### src/rtl/uart_tx_fifo.sv
// Byte FIFO feeding a UART transmitter through a tx_data / tx_transmit / tx_ready handshake.
// Optional sticky overflow flag with ovf / ovf_clr ports when UART_TX_FIFO_OVF_EN is defined.
module uart_tx_fifo #(
    parameter int DEPTH_LOG2 = 4
) (
    input  logic                  clk,
    input  logic                  reset_n,
    input  logic [7:0]            wr_data,
    input  logic                  wr_en,
    output logic                  full,
    output logic                  empty,
    output logic [DEPTH_LOG2:0]   level,
    output logic [7:0]            tx_data,
    output logic                  tx_transmit,
    input  logic                  tx_ready
`ifdef UART_TX_FIFO_OVF_EN
    ,
    output logic                  ovf,
    input  logic                  ovf_clr
`endif
);

    localparam int DEPTH = 2 ** DEPTH_LOG2;
    localparam logic [DEPTH_LOG2:0]   LEVEL_FULL = {1'b1, {DEPTH_LOG2{1'b0}}};
    localparam logic [DEPTH_LOG2:0]   LEVEL_ONE  = (DEPTH_LOG2 + 1)'(1);
    localparam logic [DEPTH_LOG2-1:0] PTR_ONE    = DEPTH_LOG2'(1);

    typedef enum logic [1:0] {
        IDLE     = 2'd0,
        SEND     = 2'd1,
        WAIT_ACK = 2'd2
    } state_t;

    state_t                  state_reg, state_next;
    logic [7:0]              mem [DEPTH];
    logic [DEPTH_LOG2-1:0]   wr_ptr_reg, rd_ptr_reg;
    logic [DEPTH_LOG2:0]     level_reg;
    logic [7:0]              tx_data_reg;
    logic                    tx_transmit_reg, tx_transmit_next;
    logic                    push, pop;

    assign full        = (level_reg == LEVEL_FULL);
    assign empty       = (level_reg == '0);
    assign level       = level_reg;
    assign tx_data     = tx_data_reg;
    assign tx_transmit = tx_transmit_reg;

    // full is taken from the registered level, so a pop cannot make room for a same-cycle write
    assign push = wr_en && !full;

    always_comb begin
        state_next       = state_reg;
        pop              = 1'b0;
        tx_transmit_next = 1'b0;
        case (state_reg)
            IDLE: begin
                // an X on tx_ready falls to the else path: no pop
                if (tx_ready == 1'b1 && !empty) begin
                    pop              = 1'b1;
                    tx_transmit_next = 1'b1;
                    state_next       = SEND;
                end
            end
            SEND:     state_next = WAIT_ACK;
            WAIT_ACK: if (tx_ready == 1'b0) state_next = IDLE;
            default:  state_next = IDLE;
        endcase
    end

    always_ff @(posedge clk) begin
        if (push) mem[wr_ptr_reg] <= wr_data;
    end

    always_ff @(posedge clk or negedge reset_n) begin
        if (!reset_n) begin
            state_reg       <= IDLE;
            wr_ptr_reg      <= '0;
            rd_ptr_reg      <= '0;
            level_reg       <= '0;
            tx_data_reg     <= 8'h00;
            tx_transmit_reg <= 1'b0;
        end else begin
            state_reg       <= state_next;
            tx_transmit_reg <= tx_transmit_next;
            if (push) wr_ptr_reg <= wr_ptr_reg + PTR_ONE;
            if (pop) begin
                tx_data_reg <= mem[rd_ptr_reg];
                rd_ptr_reg  <= rd_ptr_reg + PTR_ONE;
            end
            case ({push, pop})
                2'b10:   level_reg <= level_reg + LEVEL_ONE;
                2'b01:   level_reg <= level_reg - LEVEL_ONE;
                default: level_reg <= level_reg;
            endcase
        end
    end

`ifdef UART_TX_FIFO_OVF_EN
    logic ovf_reg;

    // a dropped write in the same cycle as a clear leaves the flag set
    always_ff @(posedge clk or negedge reset_n) begin
        if (!reset_n) begin
            ovf_reg <= 1'b0;
        end else if (wr_en && full) begin
            ovf_reg <= 1'b1;
        end else if (ovf_clr) begin
            ovf_reg <= 1'b0;
        end
    end

    assign ovf = ovf_reg;
`endif

endmodule
### config.mk
export PLATFORM = sky130hd
export DESIGN_NAME = uart_tx_fifo
export DESIGN_NICKNAME = d
export VERILOG_FILES = /design/src/rtl/uart_tx_fifo.sv
export SDC_FILE = /design/constraint.sdc
export NUM_CORES = 1
export LEC_CHECK = 0
export CAP_MARGIN = 20
export CELL_PAD_IN_SITES_DETAIL_PLACEMENT = 1
export CELL_PAD_IN_SITES_GLOBAL_PLACEMENT = 1
export CORE_MARGIN = 2
export CORE_UTILIZATION = 55
export CTS_CLUSTER_SIZE = 12
export DETAILED_ROUTE_END_ITERATION = 16
export GPL_ROUTABILITY_DRIVEN = 0
export PLACE_DENSITY_LB_ADDON = 0.05
export SLEW_MARGIN = 20
export SYNTH_ARGS = -nofsm -noshare
export SYNTH_HDL_FRONTEND = slang
export SYNTH_SLANG_ARGS = --single-unit
### constraint.sdc
create_clock -name clk -period 4.5 [get_ports clk]
set_clock_uncertainty 0.2 [all_clocks]
set_input_delay 0.45 -clock clk [delete_from_list [all_inputs] [get_ports clk]]
set_output_delay 0.45 -clock clk [all_outputs]
set_load 0.05 [all_outputs]
==> metrics.yaml <==
status:
  status: "finished clean"
logic_synthesis:
  synth_edf_count: 128
  synth_cells: 311
  syn-num-nets: 333
  ys.flop_type: "edfxtp_1"
  avgSynthCellArea_sq_um: 19.67
  ys_seq_area_share_pct: 72.65
  synthDistinctLibCells: 34
  ys_seq_elements: 152
  syn-cell-area_sq_um: 6117
  ys_warn_count: 0
  async_flop_share_pct: 15.79
floorplanning:
  die_x_um: 109.5
  coreArea_sq_um: 10840
  fp.dieArea_sq_um: 11980
  ios: 28
  num_rows: 38
  initial_core_util_pct: 56.43
  die_h_um: 109.5
cells_and_area:
  drive_gt1_share_pct: 21.63
  area_growth_pct: 14.32
  fillers: 911
  layoutNonFillerInstCount: 496
  seqCellArea_sq_um: 4447
  largest_reg_flops: 128
  nets: 367
  design_area_sq_um: 6993
  antenna_cells: 0
  multi_input_area_sq_um: 1550
worst_setup_path:
  cp_data_required_time_ps: 3850
  worst_path_largest_cell_delay_ps: 800
  crit_chain: "nor4_4 > and2_1 > clkdlybuf4s50_1"
  endpoint_kind: "output pin"
  arrival_ps: 2470
  worst-path-max-fanout: 5
  cp-start-kind: "flip-flop"
  path_class: "flip-flop to output pin"
  crit_slowest_cell: "clkdlybuf4s50_1"
route:
  dr_total_vias: 2909
  detail_route.wl_per_cell_um: 24.59
  dr.pass1.iters: 4
  drc: 0
  drt-initial-drc-count: 155
  ant_nets: 0
  routed_via_density: 5.865
  totalWireLength_mm: 12.20
global_route:
  antenna_found_initial: 0
  grt_max_degree: 34
  grt_pass1_wl_mm: 18.91
  grt-ovfl-total: 0
  grt_pass1_vias: 3185
  globalRouteTotalUtil_pct: 23.34
pwr:
  irDropWorstVdd_mv: 0.4181
  power_mw: 4.745
  p_per_area_nw_per_um2: 678.6
  leakagePower_nw: 2.365
sta:
  fin_tns_setup_ps: 0
  period_share_pct: 69.39
  fmaxAchievable_ghz: 0.3202
  rsz0062_at_grt: "false"
  fin_crit_ps: 3123
  setup_viol: 0
  maxSlewViolCount: 0
  slew_headroom_pct: 26.67
  hold_violations: 0
  worst_slew_pin_slew_ps: 1096
cts:
  cts-htree-levels: 4
  cts_num_sinks: 152
  clk-insertion-delay-late_ps: 540
  cts-root-buf: "clkbuf_8"
  cts_tree: "done"
  clock_tree.buffer_depth: 2
  path_clk_slew_ps: 60
  cts_made_buffers: 17
placed_design:
  placed_area_sq_um: 6495
  dp.cells: 465
  dp_hpwl_mm: 7.743
  portBuffers: 27
flow_run:
  cap_violations: 0
min_path:
  hp-class: "input pin to async pin"
-- worst max-delay path: cells and delay by family, from the launching register on --
kind,cells,cell delay [ps]
buffers and inverters,1,800
AND/OR/NAND/NOR,2,670
flip-flops,1,470
-- per-layer routing --
metal | GRT usage [%] | routed length, um
met1 | 31.19 | 5415
met2 | 36.29 | 5969
met5 | 0 | 0
met4 | 11.84 | 364
met3 | 5.453 | 450
-- what timing repair did --
action | in CTS | in global routing
setup buffers | 0 | 0
hold buffers | 0 | 1
resized for setup | 0 | 0
hold endpoints to repair | 0 | 24
-- where the power goes --
group / internal [mW] / switching (mW)
registers: 1.76 / 0.295
logic: 0.668 / 0.801
clock network: 0.719 / 0.503
total: 3.15 / 1.60
-- cell usage in the layout (no fill, tap or decap), types with 3 or more instances in the layout --
cell / instances
clkdlybuf4s50_1: 26
clkinv_2: 3
ha_1: 9
nand2_1: 9
edfxtp_1: 128
a221oi_2: 8
o21ai_0: 4
dfrtp_1: 22
mux2i_1: 9
xnor2_1: 8
nor2_1: 21
mux4_2: 32
clkbuf_1: 7
clkbuf_16: 16
o22ai_1: 8
nand2b_1: 3
buf_4: 4
inv_1: 6
-- synth_stat cells, types with 4 or more instances --
| cell | instances | share of area, % |
|---|---|---|
| dfrtp_1 | 24 | 9.8 |
| buf_6 | 4 | 0.74 |
| o22ai_1 | 8 | 0.82 |
| ha_1 | 9 | 1.8 |
| nor2_1 | 21 | 1.3 |
| nor3_1 | 4 | 0.33 |
| nand2_1 | 9 | 0.55 |
| edfxtp_1 | 128 | 63 |
| a221oi_2 | 8 | 2.0 |
| inv_1 | 6 | 0.37 |
| buf_2 | 4 | 0.33 |
| xnor2_1 | 8 | 1.1 |
| mux2i_1 | 9 | 1.5 |
| o21ai_0 | 4 | 0.33 |
| mux4_2 | 32 | 12 |
| buf_1 | 4 | 0.25 |
-- logic make-up after synthesis --
| logic type | count (synthesis) | synth area share (%) |
|---|---|---|
| and+or+nand+nor | 46 | 3.661 |
| xor gates and xnor gates | 10 | 1.432 |
| AOI/OAI and AO/OA | 27 | 4.295 |
| buffers and inverters | 23 | 2.168 |
| muxes | 43 | 13.62 |
| adders and majority gates | 10 | 2.168 |
| DFF | 152 | 72.65 |
-- worst paths after layout --
| kind | start | cells past startpoint | slack [ps] | to |
|---|---|---|---|---|
| setup / recovery | level[0] | 3 | 1380 | full |
| hold / removal | reset_n | 2 | 240 | wr_ptr_reg[2] |
| setup reg to reg | level[0] | 9 | 1430 | level[4] |
| hold reg to reg | state_reg[0] | 1 | 330 | state_reg[0] |
| max in group asynchronous | reset_n | 2 | 3450 | rd_ptr_reg[3] |
| min in group clk | state_reg[0] | 1 | 330 | state_reg[0] |
-- layout make-up --
type                       count  area share, %
timing repair buffer          32          4.366
clock buffer                  24          6.298
tap                          140          2.505
multi-input combinational    136          22.17
sequential                   152          63.59
clock inverter                 6         0.7515
inverter                       6         0.3221
-- through the flow --
step | utilization, % | hold slack, ps | setup slack (ps)
after floorplan | - | -45.59 | 1414
after global placement | 59.91 | 318.9 | 1295
after detailed placement | 59.91 | 328.1 | 1214
after CTS | 64.46 | 325.6 | 1317
after global routing | 64.51 | 265.2 | 1244
final | 64.51 | 240.0 | 1377
Power figures use the tool's default switching activity.
